===== src/rtl/mips_pkg.sv =====
// Shared encodings for the multi-cycle MIPS control path: opcodes, ALU functions,
// datapath mux selects and the sequencer state encoding.
package mips_pkg;

    localparam logic [3:0] OP_AND = 4'b0000;
    localparam logic [3:0] OP_OR  = 4'b0001;
    localparam logic [3:0] OP_ADD = 4'b0010;
    localparam logic [3:0] OP_SUB = 4'b0110;
    localparam logic [3:0] OP_SLT = 4'b0111;
    localparam logic [3:0] OP_LW  = 4'b1000;
    localparam logic [3:0] OP_SW  = 4'b1010;
    localparam logic [3:0] OP_BNE = 4'b1110;

    localparam logic [2:0] ALU_AND = 3'b000;
    localparam logic [2:0] ALU_OR  = 3'b001;
    localparam logic [2:0] ALU_ADD = 3'b010;
    localparam logic [2:0] ALU_SUB = 3'b011;
    localparam logic [2:0] ALU_SLT = 3'b100;

    localparam logic [1:0] SRCB_REGB   = 2'b00;
    localparam logic [1:0] SRCB_FOUR   = 2'b01;
    localparam logic [1:0] SRCB_IMM    = 2'b10;
    localparam logic [1:0] SRCB_IMM_SH = 2'b11;

    localparam logic [1:0] PCSRC_ALU    = 2'b00;
    localparam logic [1:0] PCSRC_ALUOUT = 2'b01;

    typedef enum logic [3:0] {
        S_FETCH  = 4'd0,
        S_DECODE = 4'd1,
        S_EXEC_R = 4'd2,
        S_WB_R   = 4'd3,
        S_ADDR   = 4'd4,
        S_MEM_RD = 4'd5,
        S_WB_MEM = 4'd6,
        S_MEM_WR = 4'd7,
        S_BRANCH = 4'd8
    } state_t;

endpackage


===== src/rtl/ctrl_opclass.sv =====
// Combinational opcode classifier: instruction class, legality and the ALU
// function an R-type instruction needs in its execute step.
module ctrl_opclass
    import mips_pkg::*;
#(
    parameter int OPW = 6
) (
    input  logic [OPW-1:0] opcode,
    output logic           is_rtype,
    output logic           is_lw,
    output logic           is_sw,
    output logic           is_bne,
    output logic           illegal,
    output logic [2:0]     alu_fn
);

    logic hi_zero;

    // Any set bit above the decoded nibble makes the opcode illegal.
    assign hi_zero = (opcode >> 4) == '0;

    always_comb begin
        is_rtype = 1'b0;
        is_lw    = 1'b0;
        is_sw    = 1'b0;
        is_bne   = 1'b0;
        illegal  = 1'b0;
        alu_fn   = ALU_ADD;
        case (opcode[3:0])
            OP_AND: begin is_rtype = 1'b1; alu_fn = ALU_AND; end
            OP_OR:  begin is_rtype = 1'b1; alu_fn = ALU_OR;  end
            OP_ADD: begin is_rtype = 1'b1; alu_fn = ALU_ADD; end
            OP_SUB: begin is_rtype = 1'b1; alu_fn = ALU_SUB; end
            OP_SLT: begin is_rtype = 1'b1; alu_fn = ALU_SLT; end
            OP_LW:  is_lw  = 1'b1;
            OP_SW:  is_sw  = 1'b1;
            OP_BNE: is_bne = 1'b1;
            default: illegal = 1'b1;
        endcase
        if (!hi_zero) begin
            is_rtype = 1'b0;
            is_lw    = 1'b0;
            is_sw    = 1'b0;
            is_bne   = 1'b0;
            illegal  = 1'b1;
        end
    end

endmodule


===== src/rtl/multicycle_ctrl.sv =====
// Multi-cycle MIPS sequencer: Moore FSM driving datapath muxes/enables across
// FETCH/DECODE/EXEC/MEM/WB steps, with a retired-instruction counter.
module multicycle_ctrl
    import mips_pkg::*;
#(
    parameter int OPW  = 6,
    parameter int CNTW = 32
) (
    input  logic            clk,
    input  logic            rst,
    input  logic [OPW-1:0]  opcode,
    input  logic            mem_ready,
    input  logic            halt,
    output logic            pc_write,
    output logic            pc_write_cond,
    output logic [1:0]      pc_src,
    output logic            ir_write,
    output logic            iord,
    output logic            mem_read,
    output logic            mem_write,
    output logic            reg_write,
    output logic            reg_dst,
    output logic            mem_to_reg,
    output logic            alu_src_a,
    output logic [1:0]      alu_src_b,
    output logic [2:0]      alu_op,
    output logic            illegal_op,
    output logic [3:0]      state,
    output logic [CNTW-1:0] instr_count
);

    state_t         state_q;
    state_t         state_d;
    logic [OPW-1:0] op_q;
    logic [OPW-1:0] cls_op;
    logic           retire;
    logic           cls_rtype;
    logic           cls_lw;
    logic           cls_sw;
    logic           cls_bne;
    logic           cls_illegal;
    logic [2:0]     cls_alu_fn;

    // The live opcode is only trusted in DECODE; later steps use the latched copy.
    assign cls_op = (state_q == S_DECODE) ? opcode : op_q;
    assign state  = state_q;

    ctrl_opclass #(.OPW(OPW)) u_opclass (
        .opcode   (cls_op),
        .is_rtype (cls_rtype),
        .is_lw    (cls_lw),
        .is_sw    (cls_sw),
        .is_bne   (cls_bne),
        .illegal  (cls_illegal),
        .alu_fn   (cls_alu_fn)
    );

    always_ff @(posedge clk) begin
        if (rst) begin
            state_q     <= S_FETCH;
            op_q        <= '0;
            instr_count <= '0;
        end else begin
            state_q <= state_d;
            if (state_q == S_DECODE) begin
                op_q <= opcode;
            end
            if (retire) begin
                instr_count <= instr_count + CNTW'(1);
            end
        end
    end

    always_comb begin
        state_d       = state_q;
        retire        = 1'b0;
        pc_write      = 1'b0;
        pc_write_cond = 1'b0;
        pc_src        = PCSRC_ALU;
        ir_write      = 1'b0;
        iord          = 1'b0;
        mem_read      = 1'b0;
        mem_write     = 1'b0;
        reg_write     = 1'b0;
        reg_dst       = 1'b0;
        mem_to_reg    = 1'b0;
        alu_src_a     = 1'b0;
        alu_src_b     = SRCB_REGB;
        alu_op        = ALU_AND;
        illegal_op    = 1'b0;
        // Reset forces every output quiet regardless of the state being aborted.
        if (rst) begin
            state_d = S_FETCH;
        end else begin
            case (state_q)
                S_FETCH: begin
                    if (!halt) begin
                        mem_read  = 1'b1;
                        alu_src_b = SRCB_FOUR;
                        alu_op    = ALU_ADD;
                        if (mem_ready) begin
                            ir_write = 1'b1;
                            pc_write = 1'b1;
                            state_d  = S_DECODE;
                        end
                    end
                end
                S_DECODE: begin
                    alu_src_b = SRCB_IMM_SH;
                    alu_op    = ALU_ADD;
                    if (cls_illegal) begin
                        illegal_op = 1'b1;
                        state_d    = S_FETCH;
                    end else if (cls_rtype) begin
                        state_d = S_EXEC_R;
                    end else if (cls_lw || cls_sw) begin
                        state_d = S_ADDR;
                    end else if (cls_bne) begin
                        state_d = S_BRANCH;
                    end else begin
                        state_d = S_FETCH;
                    end
                end
                S_EXEC_R: begin
                    alu_src_a = 1'b1;
                    alu_src_b = SRCB_REGB;
                    alu_op    = cls_alu_fn;
                    state_d   = S_WB_R;
                end
                S_WB_R: begin
                    reg_write = 1'b1;
                    reg_dst   = 1'b1;
                    retire    = 1'b1;
                    state_d   = S_FETCH;
                end
                S_ADDR: begin
                    alu_src_a = 1'b1;
                    alu_src_b = SRCB_IMM;
                    alu_op    = ALU_ADD;
                    state_d   = cls_lw ? S_MEM_RD : S_MEM_WR;
                end
                S_MEM_RD: begin
                    mem_read = 1'b1;
                    iord     = 1'b1;
                    if (mem_ready) begin
                        state_d = S_WB_MEM;
                    end
                end
                S_WB_MEM: begin
                    reg_write  = 1'b1;
                    mem_to_reg = 1'b1;
                    retire     = 1'b1;
                    state_d    = S_FETCH;
                end
                S_MEM_WR: begin
                    mem_write = 1'b1;
                    iord      = 1'b1;
                    if (mem_ready) begin
                        retire  = 1'b1;
                        state_d = S_FETCH;
                    end
                end
                S_BRANCH: begin
                    alu_src_a     = 1'b1;
                    alu_src_b     = SRCB_REGB;
                    alu_op        = ALU_SUB;
                    pc_write_cond = 1'b1;
                    pc_src        = PCSRC_ALUOUT;
                    retire        = 1'b1;
                    state_d       = S_FETCH;
                end
                default: state_d = S_FETCH;
            endcase
        end
    end

endmodule


===== config.mk =====
export PLATFORM = sky130hd
export DESIGN_NAME = multicycle_ctrl
export DESIGN_NICKNAME = d
export VERILOG_FILES = /design/src/rtl/mips_pkg.sv /design/src/rtl/ctrl_opclass.sv /design/src/rtl/multicycle_ctrl.sv
export SDC_FILE = /design/constraint.sdc
export NUM_CORES = 1
export LEC_CHECK = 0
export CAP_MARGIN = 15
export CORE_AREA = 2 2 99 101
export DETAILED_ROUTE_END_ITERATION = 10
export DIE_AREA = 0 0 101 103
export GPL_TIMING_DRIVEN = 0
export PLACE_DENSITY = 0.54
export SETUP_SLACK_MARGIN = 0.5
export SYNTH_ARGS = -nofsm -noshare
export SYNTH_HDL_FRONTEND = slang
export SYNTH_HIERARCHICAL = 1
export SYNTH_SLANG_ARGS = --single-unit

===== constraint.sdc =====
create_clock -name clk -period 2.7 [get_ports clk]
set_input_delay 0.405 -clock clk [delete_from_list [all_inputs] [get_ports clk]]
set_output_delay 0.405 -clock clk [all_outputs]
set_load 0.02 [all_outputs]

; ---- Word level (Yosys, flattened, before mapping)
; Index checks and enable logic that the tools add are counted.
; W data, S select, Z words.
[op_classes]
add_sub_neg = 1
n_eq_ne = 19
mux = 56
n_reduce_logical = 12
[ops]
columns = operator, n
row1 = $mux W1, 37
row2 = $add A32 B1 Y32 const B, 1
row3 = $mux W4, 8
row4 = $eq A4 B3 Y1 const B, 6
row5 = $pmux W3 S4, 2
row6 = $pmux W4 S6, 1
row7 = $eq A4 B4 Y1 const B, 4
row8 = $eq A4 B2 Y1 const B, 3
row9 = $eq A4 B1 Y1 const B, 2
row10 = $logic_not A4 Y1, 2
row11 = $ne A2 B2 Y1 const B, 4
row12 = $reduce_or A8 Y1, 1
row13 = $logic_not A6 Y1, 1
row14 = $mux W2, 3
row15 = $mux W6, 1
row16 = $pmux W2 S3, 1
row17 = $reduce_or A2 Y1, 3
row18 = $reduce_or A3 Y1, 2
row19 = $reduce_or A5 Y1, 1
row20 = $pmux W1 S2, 2
row21 = $reduce_and A4 Y1, 1
row22 = $mux W3, 1
row23 = $logic_or A1 B1 Y1, 1
[word_totals]
ff_bits = 42
inputBits = 10
out_inout_bits = 54

; ---- Longest topological paths before layout
; Gate-level depths: netlist (run 1).
[logic_depth]
depth_word = 10
ltp_mapped = 13
ltp_nobuf = 11

; ---- Cells and area by module
; Netlist (run 1), hierarchy kept.
[modules_own_cells]
columns = module, instances, cells_each, area_per_inst_um2
row1 = multicycle_ctrl, 1, 301, 2272.2
row2 = ctrl_opclass, 1, 21, 121.4

; ---- Worst setup path before layout (run 1)
; OpenSTA, ideal clock, no wires.
[synth_timing]
path_type = reg-to-output
startpoint = reg state_q[1] (netlist: state[1])
endpoint = out alu_op[0]
arrival_time_ns = 2.405
setup_slack_ns = -0.110
stages_incl_launch_ff = 12
cell_sequence = dfxtp_1 > nor3_1 > and2_0 > clkbuf_1 > nand2_1 > nand2_1 > buf_6 > nand2_1 > o22a_1 > nor2_1 > a21oi_1 > nor4_1
[synth_between]
elab_chain_cells = 6
elab_cells_between_ends = 14
[synth_lines]
columns = element, line_no
row1 = "start, declared", multicycle_ctrl.sv:32  ; state_t state_q;
row2 = "start signal, assigned", multicycle_ctrl.sv:64  ; state_q <= state_d;
row3 = $eq A4 B1 Y1 (*), multicycle_ctrl.sv:45  ; assign cls_op = (state_q == S_DECODE) ? opcode : op_q;
row4 = $mux W6 (*), n/a
row5 = named net cls_op[1], multicycle_ctrl.sv:35  ; logic [OPW-1:0] cls_op;
row6 = $eq A4 B3 Y1 (tied with other cells), ctrl_opclass.sv:29  ; case (opcode[3:0])
row7 = $pmux W3 S4 (*), ctrl_opclass.sv:29
row8 = named net cls_alu_fn[0], multicycle_ctrl.sv:42  ; logic [2:0] cls_alu_fn;
row9 = $pmux W3 S4 (*), multicycle_ctrl.sv:95  ; case (state_q)
row10 = $mux W3 (*), multicycle_ctrl.sv:92  ; if (rst) begin
row11 = "end, declared", multicycle_ctrl.sv:26  ; output logic [2:0] alu_op,
; The timed path passes the listed nets; every way through them passes the cells marked *.

; ---- Worst setup path after layout (run 1)
[layout_timing]
startpoint = reg state_q[2] (netlist: state[2])
endpoint = out alu_op[0]
; The elaborated chain is that of the path after synthesis.

==> flow_metrics.env, run 1 <==
export IMPL_period_needed_ns=2.63
export IMPL_cts_tree="done"
export IMPL_drt_wl_total_um=7160
export IMPL_setup_violations=0
export IMPL_yosysUniqueCellTypes=49
export IMPL_netlist_area_um2=2390
export IMPL_hold_path_class="flop to flop"
export IMPL_grt_overflow_total=0
export IMPL_gp_congestion=0.821
export IMPL_worst_ep_required_time_ns=2.30
export IMPL_io_buffers=62
export IMPL_grtUsageTotal=0.133
export IMPL_final_cell_area_um2=3780
export IMPL_syn_avg_cell_area_um2=7.43
export IMPL_clkPwrFrac=0.188
export IMPL_ir_drop_mv=0.240
export IMPL_drive_gt1_frac=0.260
export IMPL_ys_ff_latch=42
export IMPL_die_w_um=101
export IMPL_vias_per_cell=5.03
export IMPL_p_sw_frac=0.379
export IMPL_synth_edf_count=0
export IMPL_power_leakage_nw=1.38
export IMPL_die_h_um=103
export IMPL_net_switching_power_mw=1.01
export IMPL_endpoint_kind="primary output"
export IMPL_root_buffer="clkbuf_8"
export IMPL_antenna_found_initial=0
export IMPL_pwr_share_seq=0.265
export IMPL_multi_input_area_um2=1660
export IMPL_rsz0062_at_grt="yes"
export IMPL_r2r_start="state[2]$_SDFFE_PP0P_"
export IMPL_async_flop_share=0
export IMPL_startpoint="state[2]$_SDFFE_PP0P_"
export IMPL_yosys_warnings=6
export IMPL_setup_ws_ns=0.0656
export IMPL_slew_limit_headroom=0.624
export IMPL_internal_power_mw=1.65
export IMPL_io_pin_count=64
export IMPL_antennaDiodeCount=0
export IMPL_dpl_cell_area_um2=3220
export IMPL_fin_crit_sh=0.976
export IMPL_worstPathArrival_ns=2.23
export IMPL_grt_pass1_wl_um=11400
export IMPL_cts_sinks=42
export IMPL_pre_cts_slack_ns=-0.278
export IMPL_setup_tns_ns=0
export IMPL_fin_skew_ns=0.0125
export IMPL_cp_max_fo=6
export IMPL_cts_hold_buffers=0
export IMPL_status="finished, final reports clean"
export IMPL_fp_row_count=36
export IMPL_insertion_delay_ns=0.30
export IMPL_syn_inst=322
export IMPL_fill_cells=978
export IMPL_comb_power_share=0.547
export IMPL_fmax_mhz=380
export IMPL_htree_num_levels=2
export IMPL_clock_path_buffers=2
export IMPL_wl_per_cell_um=13.3
export IMPL_cap_viol_max_count=0
export IMPL_critical_path_class="flop to primary output"
export IMPL_die_area_um2=10400
export IMPL_grt_pass1_vias=2475
export IMPL_hpwl_um=4860
export IMPL_cp_start_kind="flop"
export IMPL_syn_nets=333
export IMPL_hp_start="instr_count[31]$_SDFFE_PP0P_"
export IMPL_initial_core_util=0.253
export IMPL_core_area_um2=9460
export IMPL_hold_path_cell_count=2
export IMPL_post_route_drc_count=0
export IMPL_finalNonFillerCells=537
export IMPL_drtIter0Drc=93
export IMPL_syn2layout_area_growth_pct=57.8
export IMPL_ant_nets=0
export IMPL_reg2regPathDepth=18
export IMPL_power_density_nw_per_um2=705
export IMPL_dp_cells=498
export IMPL_ys_flop_type="dfxtp_1"
export IMPL_vias=2702
export IMPL_clkTransAtPathRegs_ns=0.09
export IMPL_worst_slew_pin_slew_ns=0.560
export IMPL_finalHoldViolations=0
export IMPL_maxSlewViolCount=0
export IMPL_seq_area_um2=853
export IMPL_cts_buffers=5
export IMPL_dr_pass1_iters=4
export IMPL_grt_max_degree=15
export IMPL_ys_seq_area_frac=0.351
export IMPL_nNetsFinal=433
==> power by group through the flow <==
stage,logic [mW],registers (mW),clock network [mW]
6_report,1.46,0.704,0.501
5_1_grt,1.56,0.712,0.552
3_3_place_gp,0.878,0.724,0
2_1_floorplan,0.611,0.738,0
4_1_cts,1.17,0.700,0.530
3_5_place_dp,0.884,0.723,0
==> metal layers <==
metal / vias up / GRT usage / share of wire
li1: 1353 / - / -
met1: 1263 / 0.172 / 0.45
met2: 77 / 0.225 / 0.49
met3: 9 / 0.0258 / 0.052
met4: 0 / 0.0437 / 0.012
met5: - / 0 / 0
==> cells by family after synthesis <==
| logic type | count (synthesis) | synth area share |
|---|---|---|
| other cells | 1 | 0.00157 |
| simple gates | 160 | 0.347 |
| xor+xnor | 10 | 0.0366 |
| buf+inv | 28 | 0.0533 |
| fa+ha+maj | 1 | 0.00523 |
| flops | 42 | 0.351 |
| compound gates | 80 | 0.205 |
==> stage by stage <==
stage	hold WS (ns)	util	total power, mW
3_5_place_dp	0.485	0.340	1.61
2_1_floorplan	0.524	-	1.35
6_report	0.489	0.399	2.66
4_1_cts	0.500	0.376	2.40
5_1_grt	0.527	0.399	2.82
3_3_place_gp	0.474	0.340	1.60
==> placed cells by master (no fill, tap or decap), drive strengths merged, types with 2 or more instances in the layout <==
cell type	instances
nand3	14
a2111o	3
nor4	2
clkdlybuf4s50	44
clkdlybuf4s15	2
or3	18
buf	50
a211oi	5
xnor2	9
or2	2
and2	4
dlygate4sd2	4
nor2	25
a2111oi	4
nand2	43
and4	4
and3	7
a21oi	34
o21ai	23
nand4	7
nand2b	8
inv	9
dfxtp	42
nor3	10
and2b	2
clkbuf	17
nor2b	9
==> layout make-up <==
type | instances | share of cell area
repair buffers | 93 | 0.217
well taps | 114 | 0.0378
clock buffers | 5 | 0.0182
plain buffers | 20 | 0.0417
multi-input cells | 252 | 0.440
flip-flops and latches | 42 | 0.226
inverters | 8 | 0.00795
clock inverters | 3 | 0.0116
==> cells in the mapped netlist (all sizes together), types with 2 or more instances <==
master | n | share of area
nand2 | 43 | 0.067
dfxtp | 42 | 0.35
a21oi | 34 | 0.071
nor2 | 25 | 0.040
o21ai | 23 | 0.048
or3 | 18 | 0.047
clkbuf | 14 | 0.022
nand3 | 14 | 0.031
nor3 | 10 | 0.021
nor2b | 9 | 0.024
xnor2 | 9 | 0.033
inv | 8 | 0.013
nand2b | 8 | 0.021
and3 | 7 | 0.018
nand4 | 7 | 0.018
buf | 6 | 0.018
a211oi | 5 | 0.016
a2111oi | 4 | 0.015
and2 | 4 | 0.010
and4 | 4 | 0.015
a2111o | 3 | 0.014
and2b | 2 | 0.0063
nor4 | 2 | 0.0052
or2 | 2 | 0.0052
==> flip-flops by register name (all words and copies together) (netlist names) <==
| name | cells |
|---|---|
| op_q | 6 |
| instr_count | 32 |
| state | 4 |
==> what timing repair did <==
action,CTS,global route
endpoints found under the hold margin,0,0
setup endpoints to repair,19,42
gates cloned,0,1
buffers inserted,20,10
pin swaps,13,16
gates resized for setup,83,55
==> critical path, stage by stage (launching register included) <==
cell     delay [ns]
dfxtp_4        0.37
nor3_4         0.23
and2_4         0.18
buf_8          0.11
nand2_4        0.04
nand2_2        0.07
buf_6          0.12
nand2_4        0.05
o22a_1         0.22
nor2_2         0.13
a21oi_2        0.08
nor4_4         0.13
buf_4          0.18
==> worst paths after layout <==
check                                                     to  slack, ns
worst max-delay path                               alu_op[0]       0.07
worst min-delay path            instr_count[31]$_SDFFE_PP0P_       0.49
worst max register to register            op_q[1]$_SDFF_PP0_       0.12
worst min register to register  instr_count[31]$_SDFFE_PP0P_       0.49
(Power assumes the default switching activity.)
==> run 2, diff against run 1 <==
--- a/config.mk
+++ b/config.mk
@@ -7,9 +7,11 @@
 export LEC_CHECK = 0
 export CAP_MARGIN = 15
 export CORE_AREA = 2 2 99 101
+export CTS_BUF_LIST = sky130_fd_sc_hd__clkbuf_16
 export DETAILED_ROUTE_END_ITERATION = 10
 export DIE_AREA = 0 0 101 103
 export GPL_TIMING_DRIVEN = 0
+export HOLD_SLACK_MARGIN = 0.05
 export PLACE_DENSITY = 0.54
 export SETUP_SLACK_MARGIN = 0.5
 export SYNTH_ARGS = -nofsm -noshare
==> run 2 against run 1 <==
Effect of this change:
- critical path type is now flop to flop
- register-to-register slack got worse by 0.07 ns
- routed wire length is 0.80% lower
- sequential share of layout area fell by 0.35 points
==> flow_metrics.env, run 2 (synthesized netlist as in run 1, its figures left out) <==
export IMPL_slew_limit_headroom=0.623
export IMPL_maxSlewViolCount=0
export IMPL_cp_max_fo=7
export IMPL_insertion_delay_ns=0.28
export IMPL_dr_pass1_iters=4
export IMPL_cts_tree="done"
export IMPL_cp_start_kind="flop"
export IMPL_worstPathArrival_ns=2.82
export IMPL_cts_buffers=5
export IMPL_die_h_um=103
export IMPL_clock_path_buffers=2
export IMPL_fin_skew_ns=0.00772
export IMPL_grt_max_degree=15
export IMPL_hpwl_um=4860
export IMPL_drt_wl_total_um=7100
export IMPL_setup_violations=0
export IMPL_worst_ep_required_time_ns=2.87
export IMPL_worst_slew_pin_slew_ns=0.562
export IMPL_nNetsFinal=432
export IMPL_drtIter0Drc=93
export IMPL_io_buffers=62
export IMPL_fill_cells=971
export IMPL_cap_viol_max_count=0
export IMPL_clkPwrFrac=0.240
export IMPL_vias=2684
export IMPL_fin_crit_sh=0.982
export IMPL_finalHoldViolations=0
export IMPL_power_density_nw_per_um2=740
export IMPL_setup_ws_ns=0.0495
export IMPL_critical_path_class="flop to flop"
export IMPL_hold_path_class="flop to flop"
export IMPL_wl_per_cell_um=13.3
export IMPL_vias_per_cell=5.01
export IMPL_p_sw_frac=0.362
export IMPL_power_leakage_nw=1.43
export IMPL_drive_gt1_frac=0.254
export IMPL_final_cell_mix="clkdlybuf4s50_1 (43), dfxtp_1 (38), nand2_1 (33), a21oi_1 (30), buf_4 (30)"
export IMPL_grtUsageTotal=0.134
export IMPL_internal_power_mw=1.81
export IMPL_grt_pass1_wl_um=11400
export IMPL_syn2layout_area_growth_pct=60.2
export IMPL_period_needed_ns=2.65
export IMPL_fmax_mhz=377
export IMPL_initial_core_util=0.253
export IMPL_antenna_found_initial=0
export IMPL_net_switching_power_mw=1.03
export IMPL_ant_nets=0
export IMPL_rsz0062_at_grt="yes"
export IMPL_io_pin_count=64
export IMPL_die_area_um2=10400
export IMPL_grt_pass1_vias=2484
export IMPL_ir_drop_mv=0.258
export IMPL_r2r_start="state[2]$_SDFFE_PP0P_"
export IMPL_largest_register_ff_count=32
export IMPL_endpoint_kind="flop"
export IMPL_pre_cts_slack_ns=-0.278
export IMPL_final_common_cell="clkdlybuf4s50_1"
export IMPL_setup_tns_ns=0
export IMPL_die_w_um=101
export IMPL_cts_hold_buffers=0
export IMPL_gp_congestion=0.821
export IMPL_fp_row_count=36
export IMPL_grt_overflow_total=0
export IMPL_post_route_drc_count=0
export IMPL_status="finished, final reports clean"
export IMPL_cts_sinks=42
export IMPL_htree_num_levels=2
export IMPL_root_buffer="clkbuf_16"
export IMPL_comb_power_share=0.512
export IMPL_pwr_share_seq=0.248
export IMPL_hp_start="instr_count[31]$_SDFFE_PP0P_"
export IMPL_antennaDiodeCount=0
export IMPL_core_area_um2=9460
export IMPL_startpoint="state[2]$_SDFFE_PP0P_"
export IMPL_top_register="instr_count"
export IMPL_clkTransAtPathRegs_ns=0.07
-- run 2: stage by stage --
| step | hold slack, ns | cells | utilization | cell area, µm² | power [mW] |
|---|---|---|---|---|---|
| 5_1_grt | 0.515 | 536 | 0.405 | 3830 | 3.00 |
| 4_1_cts | 0.496 | 528 | 0.383 | 3620 | 2.59 |
| 3_5_place_dp | 0.485 | 498 | 0.340 | 3220 | 1.61 |
| 2_1_floorplan | 0.524 | 322 | - | 2450 | 1.35 |
| 6_report | 0.486 | 536 | 0.405 | 3830 | 2.84 |
| 3_3_place_gp | 0.474 | 498 | 0.340 | 3220 | 1.60 |
-- run 2: critical path: stages, from the launching register on --
cell and delay [ns]:
dfxtp_4 0.37, nor3_4 0.23, buf_6 0.15, nand2_8 0.07, nand2_2 0.07, nand2_2 0.06, buf_4 0.13, buf_6 0.10
buf_4 0.12, buf_4 0.12, buf_4 0.12, buf_6 0.10, buf_6 0.10, buf_6 0.10, buf_4 0.12, buf_4 0.12
buf_4 0.12, buf_4 0.12, buf_4 0.12, nor2b_4 0.11
-- run 2: final cells by class --
class	count	area [µm²]	share of cell area
plain buffers	20	155	0.0405
inverters	8	30.0	0.00783
repair buffers	92	825	0.215
well taps	114	143	0.0372
multi-input cells	252	1660	0.433
clock buffers	5	125	0.0326
clock inverters	3	43.8	0.0114
flip-flops and latches	42	853	0.223
-- run 2: final timing paths --
path	endpoint	slack (ns)	cells after the start
setup reg to reg	op_q[1]$_SDFF_PP0_	0.05	19
hold / removal	instr_count[31]$_SDFFE_PP0P_	0.49	2
setup / recovery	op_q[1]$_SDFF_PP0_	0.05	19
hold reg to reg	instr_count[31]$_SDFFE_PP0P_	0.49	2
-- run 2: power groups by stage --
stage,logic [mW],clock network (mW),registers [mW]
after floorplan,0.611,0,0.738
after global placement,0.878,0,0.724
after detailed placement,0.884,0,0.723
after CTS,1.17,0.711,0.701
after global routing,1.56,0.731,0.711
final,1.45,0.680,0.705
-- run 2: what timing repair did --
item / in CTS / in global routing
pin swaps: 13 / 19
gates cloned: 0 / 1
endpoints found under the setup margin: 19 / 40
endpoints found under the hold margin: 0 / 0
resized for setup: 78 / 55
buffers inserted: 22 / 7
-- run 2: routing by layer --
layer,track usage,vias up,routed length (µm)
li1,-,1352,-
met1,0.171,1255,3210
met2,0.230,69,3480
met3,0.0258,8,339
met4,0.0437,0,72
met5,0,-,0
==> run 3, diff against run 2 <==
--- a/config.mk
+++ b/config.mk
@@ -11,7 +11,6 @@
 export DETAILED_ROUTE_END_ITERATION = 10
 export DIE_AREA = 0 0 101 103
 export GPL_TIMING_DRIVEN = 0
-export HOLD_SLACK_MARGIN = 0.05
 export PLACE_DENSITY = 0.54
 export SETUP_SLACK_MARGIN = 0.5
 export SYNTH_ARGS = -nofsm -noshare
==> results of run 3 <==
Final layout, timing and power as in run 2 (identical DEF).
==> patch, RTL diff (config.mk and constraints of run 3) <==
Change the parameter `CNTW` from 32 to 48.
--- a/src/rtl/multicycle_ctrl.sv
+++ b/src/rtl/multicycle_ctrl.sv
@@ -4,7 +4,7 @@
     import mips_pkg::*;
 #(
     parameter int OPW  = 6,
-    parameter int CNTW = 32
+    parameter int CNTW = 48
 ) (
     input  logic            clk,
     input  logic            rst,
Ports: changed (resized instr_count); port bits go from 64 to 80. No check against the original RTL was run, so the function may have changed too.
==> patch against run 3 <==
The flow now finishes with violations (setup timing). Sequential cell count is 16 higher. Non-clock buffer count is 53 higher. Wire length is 54% higher. Final cell count is 28% higher. Synthesized cell count is 30% higher. Area after synthesis is 32% higher. Design area is 47% higher. Via count is 38% higher. Core utilization is 19 points higher. Worst setup slack worse by 0.21 ns. Total power is 26% higher. Die area stayed put. Critical endpoint is now alu_op[1].
==> patch: results (changes against run 3) <==
dp_cells: 609  # +22%
synth_fa_ha_area_frac: 0.003960  # -0.001267
finalSetupViolCount: 3  # +3
r2r_slack_ns: 0.34  # +0.29 ns
vias_per_cell: 5.413  # +8.1%
clkSinkCount: 58  # +38%
multi_input_gates: 321  # +27%
place_area_um2: 4265  # +33%
grt_pass1_wl_mm: 16.97  # +49%
gp_congestion: 0.8484  # +3.4%
violations: "setup timing"
fin_ws_ns: -0.1581  # -0.2076 ns
power_frac_seq: 0.255  # +0.007
r2r_end: "instr_count[47]"
holdCritStartpoint: "instr_count[39]"
tns_ns: -0.3481  # -0.3481 ns
peakVddDrop_uv: 374.6  # +45%
cellLeakagePower_uw: 0.002043  # +43%
area.sequential_um2: 1234  # +45%
largest_reg_flops: 48  # +50%
syn_avg_cell_area_um2: 7.576  # +1.9%
reg2reg_depth: 9  # -10
outcome: "finished, violations left"
endpoint: "alu_op[1]"
yosysSeqAreaShare: 0.3675  # +0.01624
clk_share: 0.05421  # +0.01016
hpwl_mm: 6.864  # +41%
multi_input_area_share: 0.4237  # -0.009268
total_power_uw: 3565  # +26%
cts_repair_resize_count: 135  # +73%
timing.hold.ws_ns: 0.5045  # +0.01879 ns
power.share.switching: 0.3337  # -0.02822
synth_cells: 417  # +30%
cts_buffers: 9  # +4
crit_arrival_ns: 2.45  # -0.37 ns
final_layout_size_suffix_gt1_frac: 0.4056  # +0.1520
port_buffers: 78  # +26%
finalClockSkew_ns: 0.005400  # -0.002322 ns
signal_buffer_area_fraction: 0.2693  # +0.01381
fillers: 846  # -13%
synthTopCellsByCount: "dfxtp_1, nand2_1, nor2_1, a21oi_1, o21ai_0"
fin_nets: 578  # +34%
nClkBuffers: 10  # +5
## patch: cell types whose count changed in the layout (fill, tap and decap cells not counted), sizes merged, moves of 11 or more
cell and change:
clkdlybuf4s50 +17, nor4 +11, buf +46, nand4 +16
xor2 +12, dfxtp +16, nor2 +21
## patch: layer usage
metal / up-vias / GRT usage / routed length, um
met5: - / 0 / 0
met4: 0 / 0.05717 / 108
met3: 10 / 0.05559 / 473
met2: 101 / 0.3354 / 5394
met1: 1792 / 0.2705 / 4986
li1: 1810 / - / -
## patch: worst max-delay path, cell delays in order, from the launching register on
cell and delay [ns]:
dfxtp_4 0.35, buf_8 0.13, nor3_4 0.20, and2_4 0.18, buf_8 0.12, nand2_4 0.04
nand2_2 0.06, buf_6 0.12, buf_4 0.11, nand3_2 0.05, o21ai_1 0.07, nand2b_1 0.08
nand3_2 0.06, a21oi_2 0.05, o32ai_2 0.30, nor2_2 0.07, buf_6 0.13
